File: src/rtl/pfb_arb_pkg.sv
// Shared types, default sizing and helpers for the PFB output arbiter.
// Imported by the arbiter top and its stall watchdog.
package pfb_arb_pkg;

    localparam int DEFAULT_NUM_CH      = 4;
    localparam int DEFAULT_DATA_W      = 32;
    localparam int DEFAULT_FRAME_LEN   = 256;
    localparam int DEFAULT_STALL_LIMIT = 1024;

    typedef enum logic [1:0] {
        ST_IDLE = 2'd0,
        ST_ARB  = 2'd1,
        ST_XFER = 2'd2
    } arb_state_e;

    // Smallest r with 2**r >= value; usable in constant expressions.
    function automatic int clog2(input int value);
        int result;
        result = 0;
        for (int i = 0; i < 31; i++) begin
            if ((1 << i) < value) begin
                result = i + 1;
            end
        end
        return result;
    endfunction

endpackage

File: src/rtl/pfb_stall_watchdog.sv
// Saturating stall counter with a flag raised once LIMIT consecutive stall
// cycles have been seen; clear restarts the streak.
module pfb_stall_watchdog
    import pfb_arb_pkg::*;
#(
    parameter  int LIMIT = DEFAULT_STALL_LIMIT,
    localparam int CNT_W = (clog2(LIMIT + 1) > 0) ? clog2(LIMIT + 1) : 1
) (
    input  logic i_clock,
    input  logic i_reset,
    input  logic i_stall_cond,
    input  logic i_clear,
    output logic o_flag
);

    localparam logic [CNT_W-1:0] CNT_MAX = CNT_W'(LIMIT);

    logic [CNT_W-1:0] r_count;

    // NOTE: clear has priority, so the first stall after a handshake counts as 1, not as a continuation.
    always_ff @(posedge i_clock) begin
        if (i_reset || i_clear) begin
            r_count <= '0;
        end else if (i_stall_cond && (r_count != CNT_MAX)) begin
            r_count <= r_count + CNT_W'(1);
        end
    end

    assign o_flag = (r_count == CNT_MAX);

endmodule

File: src/rtl/pfb_output_arbiter.sv
// Frame-granular round-robin arbiter merging NUM_CH AXI-stream lanes onto one
// registered output, tagging each beat with its lane id and frame TLAST.
module pfb_output_arbiter
    import pfb_arb_pkg::*;
#(
    parameter  int NUM_CH      = DEFAULT_NUM_CH,
    parameter  int DATA_W      = DEFAULT_DATA_W,
    parameter  int FRAME_LEN   = DEFAULT_FRAME_LEN,
    parameter  int STALL_LIMIT = DEFAULT_STALL_LIMIT,
    localparam int CH_W        = (NUM_CH > 1) ? clog2(NUM_CH) : 1
) (
    input  logic                     i_clock,
    input  logic                     i_reset,
    input  logic                     i_enable,
    input  logic [NUM_CH*DATA_W-1:0] i_s_tdata,
    input  logic [NUM_CH-1:0]        i_s_tvalid,
    output logic [NUM_CH-1:0]        o_s_tready,
    output logic [DATA_W-1:0]        o_m_tdata,
    output logic                     o_m_tvalid,
    input  logic                     i_m_tready,
    output logic                     o_m_tlast,
    output logic [CH_W-1:0]          o_m_tuser,
    output logic                     o_busy,
    output logic                     o_out_block,
    output logic [NUM_CH-1:0]        o_starve
);

    localparam logic [15:0] LAST_IDX  = 16'(FRAME_LEN - 1);
    localparam logic [15:0] FRAME_END = 16'(FRAME_LEN);

    arb_state_e        r_state;
    logic [CH_W-1:0]   r_ptr;
    logic [CH_W-1:0]   r_grant;
    logic [15:0]       r_count;

    logic              r_m_tvalid;
    logic              r_m_tlast;
    logic [DATA_W-1:0] r_m_tdata;
    logic [CH_W-1:0]   r_m_tuser;

    logic              w_out_free;
    logic              w_lane_ready;
    logic              w_accept;
    logic              w_last_accept;
    logic              w_found;
    logic [CH_W-1:0]   w_pick;
    logic [CH_W-1:0]   w_cand;
    logic [DATA_W-1:0] w_lane_data;
    logic              w_out_hs;
    logic              w_out_stall;

    // The output stage can take a beat when empty or draining this cycle.
    assign w_out_free    = ~r_m_tvalid | i_m_tready;
    assign w_lane_ready  = (r_state == ST_XFER) & w_out_free & (r_count < FRAME_END);
    assign w_accept      = w_lane_ready & i_s_tvalid[r_grant];
    assign w_last_accept = w_accept & (r_count == LAST_IDX);
    assign w_lane_data   = i_s_tdata[r_grant*DATA_W +: DATA_W];

    // NOTE: every signal written here gets a default first, so no latch is inferred.
    always_comb begin
        w_found = 1'b0;
        w_pick  = r_ptr;
        w_cand  = '0;
        for (int k = 1; k <= NUM_CH; k++) begin
            w_cand = CH_W'((int'(r_ptr) + k) % NUM_CH);
            if (!w_found && i_s_tvalid[w_cand]) begin
                w_found = 1'b1;
                w_pick  = w_cand;
            end
        end
    end

    always_ff @(posedge i_clock) begin
        if (i_reset) begin
            r_state <= ST_IDLE;
            r_ptr   <= CH_W'(NUM_CH - 1);
            r_grant <= '0;
            r_count <= '0;
        end else begin
            if (w_accept) begin
                r_count <= r_count + 16'd1;
            end
            case (r_state)
                ST_IDLE: begin
                    if (i_enable && (|i_s_tvalid)) begin
                        r_state <= ST_ARB;
                        r_count <= '0;
                    end
                end
                ST_ARB: begin
                    if (w_found) begin
                        r_grant <= w_pick;
                        r_ptr   <= w_pick;
                        r_state <= ST_XFER;
                    end else begin
                        r_state <= ST_IDLE;
                    end
                end
                ST_XFER: begin
                    // enable only decides whether another frame follows this one.
                    if (w_last_accept) begin
                        if (i_enable) begin
                            r_state <= ST_ARB;
                            r_count <= '0;
                        end else begin
                            r_state <= ST_IDLE;
                        end
                    end
                end
                default: r_state <= ST_IDLE;
            endcase
        end
    end

    always_ff @(posedge i_clock) begin
        if (i_reset) begin
            r_m_tvalid <= 1'b0;
            r_m_tlast  <= 1'b0;
            r_m_tdata  <= '0;
            r_m_tuser  <= '0;
        end else if (w_accept) begin
            r_m_tvalid <= 1'b1;
            r_m_tlast  <= (r_count == LAST_IDX);
            r_m_tdata  <= w_lane_data;
            r_m_tuser  <= r_grant;
        end else if (i_m_tready) begin
            r_m_tvalid <= 1'b0;
            r_m_tlast  <= 1'b0;
        end
    end

    assign o_s_tready = w_lane_ready ? (NUM_CH'(1) << r_grant) : '0;
    assign o_m_tvalid = r_m_tvalid;
    assign o_m_tlast  = r_m_tlast;
    assign o_m_tdata  = r_m_tdata;
    assign o_m_tuser  = r_m_tuser;
    assign o_busy     = (r_state == ST_XFER);

    assign w_out_hs    = r_m_tvalid & i_m_tready;
    assign w_out_stall = r_m_tvalid & ~i_m_tready;

    pfb_stall_watchdog #(
        .LIMIT (STALL_LIMIT)
    ) u_out_watchdog (
        .i_clock      (i_clock),
        .i_reset      (i_reset),
        .i_stall_cond (w_out_stall),
        .i_clear      (w_out_hs),
        .o_flag       (o_out_block)
    );

    // A lane's streak ends on its handshake or when it stops requesting.
    for (genvar gi = 0; gi < NUM_CH; gi++) begin : g_starve
        pfb_stall_watchdog #(
            .LIMIT (STALL_LIMIT)
        ) u_lane_watchdog (
            .i_clock      (i_clock),
            .i_reset      (i_reset),
            .i_stall_cond (i_s_tvalid[gi] & ~o_s_tready[gi]),
            .i_clear      (~i_s_tvalid[gi] | o_s_tready[gi]),
            .o_flag       (o_starve[gi])
        );
    end

endmodule

File: config.mk
export PLATFORM = sky130hd
export DESIGN_NAME = pfb_output_arbiter
export DESIGN_NICKNAME = d
export VERILOG_FILES = /design/src/rtl/pfb_arb_pkg.sv /design/src/rtl/pfb_stall_watchdog.sv /design/src/rtl/pfb_output_arbiter.sv
export SDC_FILE = /design/constraint.sdc
export NUM_CORES = 1
export LEC_CHECK = 0
export CAP_MARGIN = 20
export CORE_UTILIZATION = 51
export CTS_CLUSTER_SIZE = 14
export DETAILED_ROUTE_END_ITERATION = 8
export PLACE_DENSITY_LB_ADDON = 0.25
export SLEW_MARGIN = 0
export SYNTH_ARGS = -nofsm -noshare
export SYNTH_HDL_FRONTEND = slang
export SYNTH_SLANG_ARGS = --single-unit
File: constraint.sdc
create_clock -name i_clock -period 4.39 [get_ports i_clock]
set_clock_uncertainty 0.05 [all_clocks]
set_input_delay 0.878 -clock i_clock [delete_from_list [all_inputs] [get_ports i_clock]]
set_output_delay 0.878 -clock i_clock [all_outputs]
set_load 0.02 [all_outputs]
==> results of run 1 <==
[critical path, stage by stage]
cell and delay, ps:
clkdlybuf4s50_1 550, and2b_1 280, nor4_4 510, nor3b_2 280, clkdlybuf4s50_1 630
[cell usage after synthesis (all sizes together) (3+ instances only)]
cell,count
and2,11
o21ai,4
mux2,6
nor3,3
mux4,32
or3b,3
ha,11
nor2b,3
nor4b,5
nand2b,4
inv,19
buf,21
a21oi,53
xor2,38
or4,3
and4,3
nand2,87
nor2,71
nand3,34
and3,18
nor4,7
nand4,5
nand4b,4
dfxtp,113
clkbuf,9
xnor2,14
[cells by family (layout without fill, tap and decap cells)]
kind of cell / count (synthesis) / count (layout)
mux: 38 / 38
buf+inv: 49 / 235
flops: 113 / 113
fa+ha+maj: 11 / 11
xor+xnor: 52 / 52
compound gates: 66 / 66
simple gates: 271 / 271
[sequential cells by signal, indices dropped and copies added, names as in the netlist]
signal and flops:
o_m_tdata 32, u_out_watchdog.r_count 11, r_count 16, o_m_tvalid 1
r_state 2, r_grant 2, o_m_tlast 1, r_ptr 2
g_starve.u_lane_watchdog.r_count 44, o_m_tuser 2
[worst max-delay path by stage]
stage                    start            end  slack [ps]  cells past startpoint
floorplan           i_m_tready  o_s_tready[0]        1590                      3
global placement    i_m_tready  o_s_tready[0]         410                      5
detailed placement  i_m_tready  o_s_tready[0]         400                      5
CTS                 i_m_tready  o_s_tready[0]         360                      5
global route        i_m_tready  o_s_tready[0]         250                      5
finish              i_m_tready  o_s_tready[0]         320                      5
[through the flow]
stage,instances,setup WS [ps],hold slack (ps)
floorplan,600,1590,370
finish,926,324,394
global route,926,250,421
CTS,926,362,400
global placement,895,409,383
detailed placement,895,396,390
[cell type report]
cell class              count  share of cell area, %
clock buffers              22                   5.75
clock inverters             9                   1.59
inverters                  19                  0.864
multi-input cells         438                   40.0
flip-flops and latches    113                   27.4
well taps                 140                   2.12
repair buffers            185                   22.3
[power breakdown]
group / total [mW] / switching, mW / internal [mW]
logic: 0.339 / 0.131 / 0.207
clock network: 1.38 / 0.450 / 0.933
registers: 1.07 / 0.0230 / 1.05
total: 2.79 / 0.604 / 2.18
[metal layers]
layer	part of all wire, %	vias up	wire length (µm)	GRT usage (%)
met5	0	-	0	0
met4	2.1	0	297	9.27
met3	4.1	22	590	4.96
met2	54	135	7730	45.9
met1	39	2417	5610	27.5
li1	-	2429	-	-
==> results.py, run 1 <==
metrics = {
    "run_status": {
        "outcome": "finished, final reports clean",
    },
    "cts": {
        "cts_buffers": 17,
        "postCtsSetupRepairBufs": 0,
        "post_cts_resized": 0,
        "cts_root_buf": "clkbuf_16",
        "cts_hold_buffers": 0,
        "htreeDepth": 4,
        "clk_path_buf_depth": 2,
        "cts_tree": "yes",
        "clkSlewWorstSetupHoldPaths_ps": 50,
        "clock_sinks": 113,
        "insertion_delay_ps": 390,
    },
    "critical_path": {
        "crit_path_start_kind": "primary input",
        "path_class": "in -> out",
        "crit_arrival_ps": 3140,
        "r2r-start": "r_grant[0]",
        "r2r_cells": 5,
        "r2r-end": "o_m_tlast",
        "path_max_fanout": 7,
        "critical_path_required_ps": 3460,
        "worstSetupEndpointType": "primary output",
        "reg2reg_slack_ps": 1740,
    },
    "routing": {
        "drt-vias-per-instance": 5.40,
        "routed_wl_mm": 14.2,
        "post-route-drc-count": 0,
        "dr.pass1.iters": 4,
        "vias": 5003,
        "drtIter0Drc": 262,
        "wl_per_cell_um": 15.4,
        "drtAntennaViolNets": 0,
    },
    "cells_and_area": {
        "num-fill-cells": 755,
        "multi_input_area_mm2": 0.00330,
        "final_nets": 921,
        "final_common_cell": "clkdlybuf4s50_1",
        "regArea_mm2": 0.00226,
        "final_util_pct": 75.1,
        "fin_area_mm2": 0.00825,
        "diodes": 0,
        "layout.cells.most_common_list": "180 x clkdlybuf4s50_1, 111 x dfxtp_1, 71 x nor2_1, 56 x nand2_1, 38 x xor2_1",
        "final_layout_size_suffix_gt1_share_pct": 18.8,
        "syn_to_final_growth_pct": 41.3,
    },
    "logic_synthesis": {
        "synth_fa_ha_area_share_pct": 2.36,
        "syn_area_mm2": 0.00584,
        "yosysTopAreaCellShare_pct": 38.7,
        "async_flop_share_pct": 0,
        "syn-num-nets": 747,
        "synth_compound_area_share_pct": 8.23,
        "yosysWarnings": 0,
        "synthSimpleGateAreaFrac_pct": 24.6,
        "synth_enable_flop_cells": 0,
        "ys_ff_latch": 113,
        "ys_top_cells_by_area": "dfxtp_1 39%, mux4_2 12%, xor2_1 5.7%",
        "synth.avg_cell_area_um2": 9.73,
        "synth-seq-area-share_pct": 38.7,
        "synth_ff_type": "dfxtp_1",
        "yosys.area_share.xor_xnor_pct": 7.80,
        "synth_top_area_cell": "dfxtp_1",
        "yosysUniqueCellTypes": 52,
        "synthMuxAreaShare_pct": 13.5,
        "netlist_instances": 600,
        "synth_top_family_by_area": "simple AND/OR/NAND/NOR gates",
    },
    "timing": {
        "slew_viol_final": 0,
        "final_hold_viol_count": 0,
        "min_period_over_period_pct": 92.6,
        "finalCriticalPeriod_ps": 4070,
        "setup_violations": 0,
        "tns_ps": 0,
        "fmax_ghz": 0.246,
        "tightest_slew_ps": 720,
        "rsz0062_at_grt": "no",
        "slew_headroom_pct": 51.8,
    },
    "place": {
        "port_buffers": 181,
        "gp_congestion": 0.827,
        "dp_hpwl_mm": 10.9,
        "place_area_mm2": 0.00764,
    },
    "die": {
        "core_area_mm2": 0.0110,
        "die_w_um": 109,
        "num_rows": 38,
        "die_area_mm2": 0.0119,
        "io_pins": 182,
        "die_y_um": 109,
        "start_util_pct": 53.2,
    },
    "flow_run": {
        "drv_cap": 0,
    },
    "global_route": {
        "grt_pass1_wl_mm": 22.9,
        "grt_max_degree": 38,
        "track_usage_pct": 24.7,
        "overflow": 0,
        "antenna_found_initial": 0,
        "grt_pass1_vias": 5014,
    },
    "pwr": {
        "power.density_mw_per_mm2": 338,
        "peakVddDrop_mv": 0.459,
        "power_mw": 2.79,
        "leakage_nw": 2.93,
    },
    "worst_hold_path": {
        "hold_path_end": "r_count[8]",
        "hold_path_class": "reg -> reg",
        "min_from": "r_count[8]",
        "whs_path_depth": 2,
    },
}
No activity file was read; power rests on OpenSTA's default activity.
==> run 2: changes to the inputs <==
--- a/config.mk
+++ b/config.mk
@@ -9,6 +9,7 @@
 export CORE_UTILIZATION = 51
 export CTS_CLUSTER_SIZE = 14
 export DETAILED_ROUTE_END_ITERATION = 8
+export HOLD_SLACK_MARGIN = 0.08
 export PLACE_DENSITY_LB_ADDON = 0.25
 export SLEW_MARGIN = 0
 export SYNTH_ARGS = -nofsm -noshare
==> results of run 2 <==
The final DEF is identical to that of run 1; final timing and power are the same.
==> run 3: changes to the inputs <==
--- a/config.mk
+++ b/config.mk
@@ -6,7 +6,7 @@
 export NUM_CORES = 1
 export LEC_CHECK = 0
 export CAP_MARGIN = 20
-export CORE_UTILIZATION = 51
+export CORE_UTILIZATION = 43
 export CTS_CLUSTER_SIZE = 14
 export DETAILED_ROUTE_END_ITERATION = 8
 export HOLD_SLACK_MARGIN = 0.08
==> constraint.sdc (replaced) <==
create_clock -name i_clock -period 3.7 [get_ports i_clock]
set_clock_uncertainty 0.05 [all_clocks]
set_input_delay 0.74 -clock i_clock [delete_from_list [all_inputs] [get_ports i_clock]]
set_output_delay 0.74 -clock i_clock [all_outputs]
set_load 0.02 [all_outputs]
==> run 3 against run 2 <==
Effect of this change:
- cell count grew 4.3%
- flip-flop and latch count is the same
- register-to-register slack lost 600 ps
- wire length shrank 0.86%
- first-iteration DRC count shrank 8.4%
- combinational power grew 19%
- largest power group unchanged
- global-route usage shrank 3.5 points
- power grew 14%
- critical path depth grew 1
==> results.py, run 3 (synthesis results as in run 1) <==
metrics = {
    "pwr": {
        "internal-power_mw": 2.47,
        "comb_power_share_pct": 12.7,
        "leakage_nw": 2.94,
        "p_clk_share_pct": 47.2,
        "seqPwrFrac_pct": 40.0,
        "peakVddDrop_mv": 0.361,
        "power_mw": 3.17,
        "power.density_mw_per_mm2": 383,
        "p_sw_share_pct": 22.0,
        "netSwitchingPower_uw": 697,
    },
    "die": {
        "num_rows": 42,
        "die_y_um": 119,
        "core_area_mm2": 0.0132,
        "die_area_mm2": 0.0140,
        "start_util_pct": 44.1,
        "io_pins": 182,
        "die_w_um": 119,
    },
    "cells_and_area": {
        "fin_area_mm2": 0.00827,
        "largest_reg_flops": 44,
        "num-fill-cells": 1125,
        "diodes": 0,
        "finalNonFillerCells": 966,
        "final_util_pct": 62.5,
        "final_layout_size_suffix_gt1_share_pct": 19.0,
        "syn_to_final_growth_pct": 41.7,
        "layout.cells.most_common_list": "180 x clkdlybuf4s50_1, 111 x dfxtp_1, 71 x nor2_1, 56 x nand2_1, 38 x xor2_1",
        "regMostFlops": "g_starve.u_lane_watchdog.r_count",
        "final_nets": 925,
        "final_common_cell": "clkdlybuf4s50_1",
    },
    "routing": {
        "drt-vias-per-instance": 5.13,
        "vias": 4957,
        "dr.pass1.iters": 6,
        "wl_per_cell_um": 14.6,
        "routed_wl_mm": 14.1,
        "drtAntennaViolNets": 0,
        "drtIter0Drc": 240,
        "post-route-drc-count": 0,
    },
    "cts": {
        "postCtsSetupRepairBufs": 0,
        "clock_sinks": 113,
        "clk_path_buf_depth": 2,
        "cts_tree": "yes",
        "clkSlewWorstSetupHoldPaths_ps": 50,
        "cts_hold_buffers": 0,
        "htreeDepth": 4,
        "cts_buffers": 17,
        "insertion_delay_ps": 410,
        "post_cts_resized": 0,
        "cts_root_buf": "clkbuf_16",
    },
    "timing": {
        "final_hold_viol_count": 0,
        "tns_ps": 0,
        "slew_viol_final": 0,
        "setup_slack_ps": 139,
        "fmax_ghz": 0.281,
        "setup_violations": 0,
        "finalCriticalPeriod_ps": 3560,
        "tightest_slew_ps": 670,
        "rsz0062_at_grt": "no",
        "fin_hold_ws_ps": 399,
        "min_period_over_period_pct": 96.3,
        "slew_headroom_pct": 54.2,
    },
    "critical_path": {
        "path_max_fanout": 7,
        "path_cells": "clkdlybuf4s50_1, and2b_1, nor4_4, buf_4, nor3b_2, clkdlybuf4s50_1",
        "crit_arrival_ps": 2770,
        "critical_path_required_ps": 2910,
        "reg2reg_slack_ps": 1140,
        "path_class": "in -> out",
        "worstSetupEndpointType": "primary output",
        "cpMostUsedCell": "clkdlybuf4s50_1",
        "crit_path_top_delay_cell": "clkdlybuf4s50_1",
        "cpPeakStageDelay_ps": 650,
        "crit_path_start_kind": "primary input",
    },
    "worst_hold_path": {
        "hold_path_class": "reg -> reg",
    },
    "global_route": {
        "antenna_found_initial": 0,
        "grt_pass1_vias": 5109,
        "track_usage_pct": 21.2,
        "overflow": 0,
        "grt_pass1_wl_mm": 23.7,
        "grt_max_degree": 38,
    },
    "place": {
        "place_area_mm2": 0.00772,
        "place_ws_ps": 143,
        "dp_hpwl_mm": 10.8,
        "placed_cells": 935,
        "gp_congestion": 0.783,
        "port_buffers": 181,
    },
    "flow_run": {
        "drv_cap": 0,
    },
    "run_status": {
        "outcome": "finished, final reports clean",
    },
}
==> run 3: cell count changes in the layout (fill, tap and decap cells not counted), sizes merged <==
cell      change
clkinv        +2
clkinvlp      -3
clkbuf        +3
bufinv        -2
buf           +4
==> run 3: worst max-delay path, delay by kind of cell <==
family,cells,cell delay (ps)
buffers and inverters,3,1330
and+or+nand+nor,3,680
==> run 3: path summary, 6_finish.rpt <==
kind           startpoint            end  cells after the start
max            i_m_tready  o_s_tready[0]                      6
min reg2reg  o_m_tuser[0]   o_m_tuser[0]                      2
max reg2reg    r_grant[0]     r_count[2]                      6
min          o_m_tuser[0]   o_m_tuser[0]                      2
==> run 3: power by group through the flow <==
stage,Combinational (mW),Sequential [mW],Clock [mW]
after floorplan,0.204,1.29,0
after global placement,0.401,1.29,0
after detailed placement,0.407,1.29,0
after CTS,0.409,1.27,1.53
after global routing,0.434,1.27,1.60
final,0.403,1.27,1.50
==> run 3: final cells by class <==
cell class / instances / area (µm²) / share of cell area [%]
inverter: 19 / 71.3 / 0.862
multi-input combinational: 438 / 3300 / 39.9
tap: 176 / 220 / 2.66
sequential: 113 / 2260 / 27.4
clock buffer: 25 / 495 / 5.99
clock inverter: 6 / 55.1 / 0.666
timing repair buffer: 189 / 1870 / 22.6
==> run 3: metal layers <==
layer / vias to the layer above / part of all wire [%] / track usage (%)
li1: 2435 / - / -
met1: 2354 / 39 / 22.9
met2: 153 / 53 / 38.3
met3: 15 / 6.4 / 6.18
met4: 0 / 1.5 / 8.94
met5: - / 0 / 0
